**src/rtl/div1024_arbiter_if.sv**
```systemverilog
// rtl/div1024_arbiter_if.sv - requester, response and div1024 RAM signal bundle for div1024_arbiter
interface div1024_arbiter_if #(
    parameter int N_REQ  = 4,
    parameter int ADDR_W = 10,
    parameter int DATA_W = 16
);
    logic                    arb_en;
    logic [N_REQ-1:0]        req_valid;
    logic [N_REQ*ADDR_W-1:0] req_addr;
    logic [N_REQ-1:0]        req_ready;
    logic [N_REQ-1:0]        rsp_valid;
    logic [DATA_W-1:0]       rsp_data;
    logic                    busy;
    logic [ADDR_W-1:0]       ram_addr;
    logic                    ram_wr_en;
    logic [DATA_W-1:0]       ram_rd_data;

    modport master (
        input  arb_en, req_valid, req_addr, ram_rd_data,
        output req_ready, rsp_valid, rsp_data, busy, ram_addr, ram_wr_en
    );

    modport slave (
        output arb_en, req_valid, req_addr, ram_rd_data,
        input  req_ready, rsp_valid, rsp_data, busy, ram_addr, ram_wr_en
    );
endinterface

```
**src/rtl/div1024_arbiter.sv**
```systemverilog
// rtl/div1024_arbiter.sv - round-robin arbiter sharing the div1024 reciprocal RAM, one lookup per clock
// Define DIV_ARB_RAM_OREG_EN when div1024 has its output register enabled (adds one response stage).
module div1024_arbiter #(
    parameter int N_REQ    = 4,
    parameter int ADDR_W   = 10,
    parameter int DATA_W   = 16,
    parameter int INIT_CYC = 8
) (
    input  logic              clk,
    input  logic              rst_n,
    div1024_arbiter_if.master bus
);

`ifdef DIV_ARB_RAM_OREG_EN
    localparam int STAGES = 3;
`else
    localparam int STAGES = 2;
`endif
    localparam int PTR_W = (N_REQ > 1) ? $clog2(N_REQ) : 1;

    typedef enum logic [1:0] {S_WAIT, S_RUN, S_DRAIN, S_IDLE} state_t;

    state_t             state;
    state_t             state_nxt;
    logic [7:0]         init_cnt;
    logic [PTR_W-1:0]   rr_ptr;
    logic [PTR_W-1:0]   ptr_nxt;
    logic [STAGES-1:0]  pipe_vld;
    logic [PTR_W-1:0]   pipe_tag [STAGES];
    logic [DATA_W-1:0]  data_q;
    logic               grant_any;
    logic [PTR_W-1:0]   grant_idx;
    logic [PTR_W:0]     idx_sum;
    logic               handshake;

    // Search starts at rr_ptr and wraps; first valid requester wins.
    always_comb begin
        grant_any = 1'b0;
        grant_idx = rr_ptr;
        idx_sum   = '0;
        for (int k = 0; k < N_REQ; k++) begin
            idx_sum = {1'b0, rr_ptr} + (PTR_W+1)'(k);
            if (idx_sum >= (PTR_W+1)'(N_REQ)) begin
                idx_sum = idx_sum - (PTR_W+1)'(N_REQ);
            end
            if (!grant_any && bus.req_valid[idx_sum[PTR_W-1:0]]) begin
                grant_any = 1'b1;
                grant_idx = idx_sum[PTR_W-1:0];
            end
        end
    end

    assign handshake = (state == S_RUN) && bus.arb_en && grant_any;
    assign ptr_nxt   = (grant_idx == PTR_W'(N_REQ-1)) ? '0 : grant_idx + 1'b1;

    always_comb begin
        bus.req_ready = '0;
        if (handshake) begin
            bus.req_ready = N_REQ'(1) << grant_idx;
        end
    end

    // Response data is taken straight from the RAM in its valid cycle and held afterwards.
    always_comb begin
        bus.rsp_valid = '0;
        bus.rsp_data  = data_q;
        if (pipe_vld[STAGES-1]) begin
            bus.rsp_valid = N_REQ'(1) << pipe_tag[STAGES-1];
            bus.rsp_data  = bus.ram_rd_data;
        end
    end

    assign bus.ram_wr_en = 1'b0;
    assign bus.busy      = (state == S_WAIT) || (state == S_DRAIN) || (|pipe_vld) || handshake;

    // DRAIN leaves on the edge where the final lookup leaves the last stage.
    always_comb begin
        state_nxt = state;
        case (state)
            S_WAIT: begin
                if (init_cnt == 8'(INIT_CYC-1)) begin
                    state_nxt = bus.arb_en ? S_RUN : S_IDLE;
                end
            end
            S_RUN: begin
                if (!bus.arb_en) begin
                    state_nxt = S_DRAIN;
                end
            end
            S_DRAIN: begin
                if (~|pipe_vld[STAGES-2:0]) begin
                    state_nxt = S_IDLE;
                end
            end
            S_IDLE: begin
                if (bus.arb_en) begin
                    state_nxt = S_RUN;
                end
            end
            default: state_nxt = S_WAIT;
        endcase
    end

    always_ff @(posedge clk or negedge rst_n) begin
        if (!rst_n) begin
            state        <= S_WAIT;
            init_cnt     <= '0;
            rr_ptr       <= '0;
            pipe_vld     <= '0;
            data_q       <= '0;
            bus.ram_addr <= '0;
            for (int s = 0; s < STAGES; s++) begin
                pipe_tag[s] <= '0;
            end
        end else begin
            state       <= state_nxt;
            init_cnt    <= (state == S_WAIT) ? init_cnt + 1'b1 : '0;
            pipe_vld    <= {pipe_vld[STAGES-2:0], handshake};
            pipe_tag[0] <= grant_idx;
            for (int s = 1; s < STAGES; s++) begin
                pipe_tag[s] <= pipe_tag[s-1];
            end
            if (pipe_vld[STAGES-1]) begin
                data_q <= bus.ram_rd_data;
            end
            if (handshake) begin
                bus.ram_addr <= bus.req_addr[grant_idx*ADDR_W +: ADDR_W];
                rr_ptr       <= ptr_nxt;
            end
        end
    end

endmodule

```
**src/flat_wrapper.sv**
```systemverilog
// flat-port wrapper written by rule: the top's interface ports become plain ports
module div1024_arbiter_flat 
#(
    parameter int N_REQ    = 4,
    parameter int ADDR_W   = 10,
    parameter int DATA_W   = 16,
    parameter int INIT_CYC = 8
)
  (clk, rst_n, bus_arb_en, bus_req_valid, bus_req_addr, bus_ram_rd_data, bus_req_ready, bus_rsp_valid, bus_rsp_data, bus_busy, bus_ram_addr, bus_ram_wr_en);
  div1024_arbiter_if #(.N_REQ(N_REQ), .ADDR_W(ADDR_W), .DATA_W(DATA_W)) bus_i ();
  input  logic clk;
  input  logic rst_n;
  input wire logic [$bits(bus_i.arb_en)-1:0] bus_arb_en;
  input wire logic [$bits(bus_i.req_valid)-1:0] bus_req_valid;
  input wire logic [$bits(bus_i.req_addr)-1:0] bus_req_addr;
  input wire logic [$bits(bus_i.ram_rd_data)-1:0] bus_ram_rd_data;
  output wire logic [$bits(bus_i.req_ready)-1:0] bus_req_ready;
  output wire logic [$bits(bus_i.rsp_valid)-1:0] bus_rsp_valid;
  output wire logic [$bits(bus_i.rsp_data)-1:0] bus_rsp_data;
  output wire logic [$bits(bus_i.busy)-1:0] bus_busy;
  output wire logic [$bits(bus_i.ram_addr)-1:0] bus_ram_addr;
  output wire logic [$bits(bus_i.ram_wr_en)-1:0] bus_ram_wr_en;
  assign bus_i.arb_en = bus_arb_en;
  assign bus_i.req_valid = bus_req_valid;
  assign bus_i.req_addr = bus_req_addr;
  assign bus_i.ram_rd_data = bus_ram_rd_data;
  assign bus_req_ready = bus_i.req_ready;
  assign bus_rsp_valid = bus_i.rsp_valid;
  assign bus_rsp_data = bus_i.rsp_data;
  assign bus_busy = bus_i.busy;
  assign bus_ram_addr = bus_i.ram_addr;
  assign bus_ram_wr_en = bus_i.ram_wr_en;
  div1024_arbiter #(.N_REQ(N_REQ), .ADDR_W(ADDR_W), .DATA_W(DATA_W), .INIT_CYC(INIT_CYC)) u_core (.clk(clk), .rst_n(rst_n), .bus(bus_i));
endmodule
```
**config.mk**
```make
export PLATFORM = sky130hd
export DESIGN_NAME = div1024_arbiter_flat
export DESIGN_NICKNAME = d
export VERILOG_FILES = /design/src/rtl/div1024_arbiter_if.sv /design/src/rtl/div1024_arbiter.sv /design/src/flat_wrapper.sv
export SDC_FILE = /design/constraint.sdc
export NUM_CORES = 1
export LEC_CHECK = 0
export ABC_AREA = 1
export BUFFER_PORTS_ARGS = -buffer_cell sky130_fd_sc_hd__buf_2
export CORE_MARGIN = 10
export CORE_UTILIZATION = 55
export CTS_BUF_LIST = sky130_fd_sc_hd__clkbuf_4
export DETAILED_ROUTE_END_ITERATION = 16
export GPL_TIMING_DRIVEN = 0
export MAX_ROUTING_LAYER = met4
export PLACE_DENSITY_LB_ADDON = 0.25
export SLEW_MARGIN = 20
export SYNTH_ARGS = -nofsm -noshare
export SYNTH_HDL_FRONTEND = slang
export SYNTH_SLANG_ARGS = --single-unit
```
**constraint.sdc**
```tcl
create_clock -name clk -period 5.25 [get_ports clk]
set_input_delay 0.525 -clock clk [delete_from_list [all_inputs] [get_ports clk]]
set_output_delay 0.525 -clock clk [all_outputs]
set_load 0.005 [all_outputs]
```
Yosys cells after proc, flatten, opt, wreduce, memory -nomap -nowiden:

Index checks and enable logic that the tools add are counted.

* bits in registers: 44
* output and inout bits: 36
* bits of input ports: 63
* logic and storage cells: 83

* mux-type cells: 31
* order comparisons: 8
* shift operators: 3
* add/sub/neg operators: 9
* multipliers: 1
* eq/ne operators: 9
* reduce and logical (&&, ||, !) cells: 14

Operators by type and width (count)
* 40-bit by 7-bit variable part select with 10-bit output: 1
* 2-bit 2-to-1 mux: 14
* 16-bit 2-to-1 mux: 1
* 2-bit by 3-bit < comparator with 1-bit output (second input constant): 4
* 3-bit >= comparator (second input constant): 3
* 8-bit by 1-bit adder with 8-bit output (second input constant): 1
* 1-bit binary-select mux with 2-bit select: 4
* 8-bit by 3-bit == test with 1-bit output (second input constant): 1
* 1-bit 2-to-1 mux: 8
* 4-bit 2-to-1 mux: 2
* 8-bit 2-to-1 mux: 1
* 2-bit != test (second input constant): 4
* 2-bit case mux with 4 select lines: 1
* 1-bit by 2-bit << shifter with 4-bit output (first input constant): 2
* 2-bit by 1-bit subtractor with 2-bit output (second input constant): 4
* 2-bit by 2-bit adder with 3-bit output (second input constant): 2
* 2-bit == test (second input constant): 3
* 1-bit logical AND: 5
* 2-bit by 3-bit multiplier with 5-bit output (second input constant): 1
* 4-bit AND reduction: 1
* 2-bit by 1-bit adder with 3-bit output (second input constant): 1
* 2-bit by 3-bit >= comparator with 1-bit output (second input constant): 1
* 1-bit zero test: 3
* 1-bit logical OR: 3
* 4 further kinds: 4

Logic depth before layout (Yosys ltp):

* word-level depth: 16
* mapped depth: 17
* gate-level depth less buffers: 15

Worst setup path before layout:

Ideal clock, no wire load.

* path type: flip-flop to output port
* from: reg u_core.rr_ptr[1]
* to: out bus_req_ready[0]
* path buffers: 2
* data required time: 4725 ps
* path slack: 3152 ps
* stages on the path, launching flop included: 14
* data arrival time: 1573 ps
* path through: dfrtp_1 buf_4 inv_4 nand2_1 nand2_1 nand2_1 nand2_1 nand3_2 clkinv_1 nand2_1 nand3_1 nand2_2 buf_4 nor3_1

* cells in the longest elaborated chain, start to end: 16
* elaborated cells on any way between the ends: 40
* those cells by class: add/sub: 7; order compare: 4; shift: 1; mux: 21; reduce/logical: 7

Ends and longest elaborated chain
* from (decl): RTL line div1024_arbiter.sv:26 `logic [PTR_W-1:0] rr_ptr;`
* from (signal assigned): RTL line div1024_arbiter.sv:128 `rr_ptr <= ptr_nxt;`
* parallel branches: the longest is 13 deep, another holds 2-bit by 1-bit adder with 3-bit output
* 2-bit 2-to-1 mux *: RTL line div1024_arbiter.sv:46 `if (!grant_any && bus.req_valid[idx_sum[PTR_W-1:0]]) begin`
* named net u_core.grant_idx[1]: RTL line div1024_arbiter.sv:32 `logic [PTR_W-1:0] grant_idx;`
* 1-bit by 2-bit << shifter with 4-bit output *: RTL line div1024_arbiter.sv:59 `bus.req_ready = N_REQ'(1) << grant_idx;`
* 4-bit 2-to-1 mux *: RTL line div1024_arbiter.sv:58 `if (handshake) begin`
* to (decl): RTL line flat_wrapper.sv:17 `output wire logic [$bits(bus_i.req_ready)-1:0] bus_req_ready;`

Mark *: on every way through the listed nets, which the timed path passes. The select of a mux whose other input is x is not followed.

Worst setup path after layout:

* from: reg u_core.rr_ptr[1]
* to: out bus_req_ready[3]

* cells in the longest elaborated chain, start to end: 16
* elaborated cells on any way between the ends: 40
* those cells by class: add/sub: 7; order compare: 4; shift: 1; mux: 21; reduce/logical: 7

Ends and longest elaborated chain (RTL line)
* parallel branches: the longest is 15 deep, another holds 2-bit by 1-bit adder with 3-bit output
* 4-bit 2-to-1 mux *: div1024_arbiter.sv:58

Mark *: on every way between the ends. The select of a mux whose other input is x is not followed.

==> impl_results.md <==
- VDD IR-drop max: 0.4542 mV
- Setup crit end: bus_req_ready[3]
- Synth Cell Area: approximately 2700 um2
- Crit start category: flop
- Final period utilization: 0.5497
- Reg-to-Reg Start: u_core.rr_ptr[1]
- Fmax: 346.5 MHz
- Detailed Place HPWL: between 5000 and 6000 um
- Hold Path Class: in -> async
- Fillers: around 420
- Post_cts resized: 0
- Crit. End Element: output pin
- Int Pwr: 0.001024 W
- Post-Synth XOR/XNOR Area: 0
- Final weighted congestion in routability-driven placement: 0.9149
- Largest cells by area after synthesis: dfrtp_1 41%, nand2_1 27%, nand3_1 11%
- Clk root buf: clkbuf_4
- Flop pwr share: 0.266
- WL final: 6993 um
- Clk_skew: 0.01300 ns
- Synth top area share: 0.4137
- Starting density of the core: 0.5672
- CTS tree: done
- Reg2reg end: u_core.bus.ram_addr[5]
- Post-synth EDFFs: 0
- Hold Fails Final Rpt: 0
- Synth-to-Final Area Change: 22.90%
- # IOs: 99
- Reg area: 1101 um2
- Vias/cell: about 5
- Clock-pin slew on the worst setup and hold paths: 0.13 ns
- RSZ-0062 raised after global routing: false
- Setup repair bufs after CTS: 0
- Power density cells: roughly 620 nW/um2
- Most common cell in the netlist: nand2_1
- Largest net degree at the start of global routing: 45
- # nets final: 560
- Slew margin rel.: 0.3961
- Metal1 wirelength: 3110 um
- Leak: 1.977 nW
- Synth top cells by count: 189 x nand2_1, 56 x nand3_1, 44 x dfrtp_1
- Share of cells above drive strength 1: 0.2779
- Post-Synthesis Cells: 388
- Seq/Total Area, Yosys: 0.4137
- Adder-cell area share of the yosys netlist: 0.02351
- Routed wl met2: about 3300 um
- Pre-antenna DRT Iters: 4
- Area leader, netlist: dfrtp_1
- Hold WS: 0.2649 ns
- Sw Share: 0.4941
- Post-Syn Nets: 456
- Multiplexer share of the synthesized area: 0
- Final Max Tran Viols: 0
- Die Height: 89.56 um
- # diodes: 0
- Clk sinks: 44
- Vias in the first global route: 2717
- 1st-iter DRT viols: 98
- Slew @ Worst Pin: 0.9058 ns
- # rows: 25
- Crit path DAT: 2.36 ns
- Worst r2r path cells: 17
- Core box area: 4692 um2
- CP Launch Point: u_core.rr_ptr[1]
- Netlist cell types: 26
- Yosys reg bits: 44
- Psw: 0.001000 W
- CTS max path bufs: 2
- Setup slack, reg-to-reg: roughly 3.3 ns
- Ys flop type: dfrtp_1
- Drt wl/cell: 12.78 um
- Global route overflow: 0
- CP Data Required Time: between 4 and 5 ns
- Synth Area in Simple Gates: 0.4410
- CTS buffer count: 5
- Post-layout min period: 2.886 ns
- First-pass GRT wire length: roughly 11000 um
- Ys Warns: 0
- DRC viols: 0
- Worst-Skew Late Latency: ~0.37 ns
- Gate power share: 0.655
- Largest family of logic cells by synthesized area: simple AND/OR/NAND/NOR gates
- Initial antenna violation count: 0
- Antenna-violating nets left: 0
- Post-CTS Hold Fix Bufs: 0
- Port buffer count: 97
- Multi-input combinational cell area: 1340 um2
- Die area: 8021 um2
- Synth Area in Compound Gates: 0.03761
- CP max FO: 10
- Max-capacitance violation count: 0
- WL met3: ~560 um
- Clk pwr share: 0.079
- Asr flop ratio synth: 1.000
- WS Path Type: reg -> out
- Synthesized area per cell: approximately 6.9 um2
- Status: finished, final reports clean
- Vias after detailed routing: 2770
- Uppermost layer routed: met4
- Die Width: 89.56 um
- Max H-tree Level: 2
- Final Setup Violations: 0
- Setup TNS: 0 ns
- Overall routing resource usage: 0.1814
-- critical path: stages, from the launching register on --
cell and delay (ns):
dfrtp_1 0.38, buf_4 0.17, inv_4 0.10, nand2_1 0.05, nand2_1 0.14, nand2_1 0.09
nand2_2 0.13, nand3_1 0.11, nand2_1 0.08, nand2_1 0.07, nand3_1 0.09, nand2_2 0.07
buf_4 0.17, nor3_1 0.20, buf_2 0.17
-- sequential cells by signal, indices dropped and copies added (netlist names) --
name	count
u_core.bus.ram_addr	10
u_core.rr_ptr	2
u_core.data_q	16
u_core.state	2
u_core.init_cnt	8
u_core.pipe_vld	2
u_core.pipe_tag	4
-- per-stage QoR --
stage	instance area (um2)	power (W)	std cells	setup slack (ns)	utilization
detailed placement	3214	0.001869	539	2.803	0.6851
global placement	3214	0.001830	539	2.825	0.6851
finish	3271	0.002025	547	2.364	0.6971
CTS	3271	0.002034	547	2.383	0.6971
floorplan	2661	0.001490	388	3.152	-
global route	3271	0.002258	547	2.161	0.6971
-- power by group through the flow --
stage               clock (W)  sequential [W]  combinational [W]
finish               0.000161        0.000539            0.00133
global route         0.000182        0.000556            0.00152
CTS                  0.000167        0.000539            0.00133
detailed placement          0        0.000546            0.00132
global placement            0        0.000542            0.00129
floorplan                   0        0.000536           0.000954
-- worst min-delay path by stage --
stage,cells after the start,to,slack (ns)
after floorplan,0,u_core.bus.ram_addr[0],0.23
after global placement,0,u_core.pipe_tag[1],0.33
after detailed placement,0,u_core.pipe_tag[1],0.34
after CTS,1,u_core.init_cnt[6],0.30
after global routing,1,u_core.init_cnt[6],0.32
final,1,u_core.init_cnt[6],0.26
-- layout make-up --
type / count / share of cell area
Multi-Input combinational cell: 299 / 0.4097
Sequential cell: 44 / 0.3366
Timing Repair Buffer: 97 / 0.1484
Buffer: 21 / 0.03902
Inverter: 24 / 0.02831
Tap cell: 54 / 0.02066
Clock buffer: 5 / 0.01148
Clock inverter: 3 / 0.005738
-- logic make-up after synthesis --
logic type,after synthesis
and+or+nand+nor,275
AOI/OAI and AO/OA,18
other,1
adders and majority gates,5
DFF,44
buffers and inverters,45
-- cells in the final DEF (no fill, tap or decap) --
master / count
inv_2: 2
conb_1: 1
nand2_1: 189
o21ai_0: 9
a21oi_1: 6
o211ai_1: 1
nand3_2: 2
buf_6: 1
nor2_2: 1
nor3_1: 7
clkbuf_4: 5
inv_1: 19
nor4_1: 2
inv_4: 1
buf_2: 103
nand4_1: 2
dfrtp_1: 44
clkinv_4: 1
ha_1: 5
nor2_1: 7
o21ai_2: 1
clkinv_2: 2
buf_4: 9
a221oi_1: 1
nand2_2: 8
nand4_4: 1
nand3_1: 56
clkinv_1: 2
clkbuf_1: 5
-- routing by layer --
| layer | GRT usage | up-vias |
|---|---|---|
| met2 | 0.2856 | 104 |
| met1 | 0.2222 | 1216 |
| met3 | 0.04649 | 6 |
| met5 | - | - |
| met4 | 0.05925 | 0 |
| li1 | - | 1444 |
(Power assumes the default switching activity.)
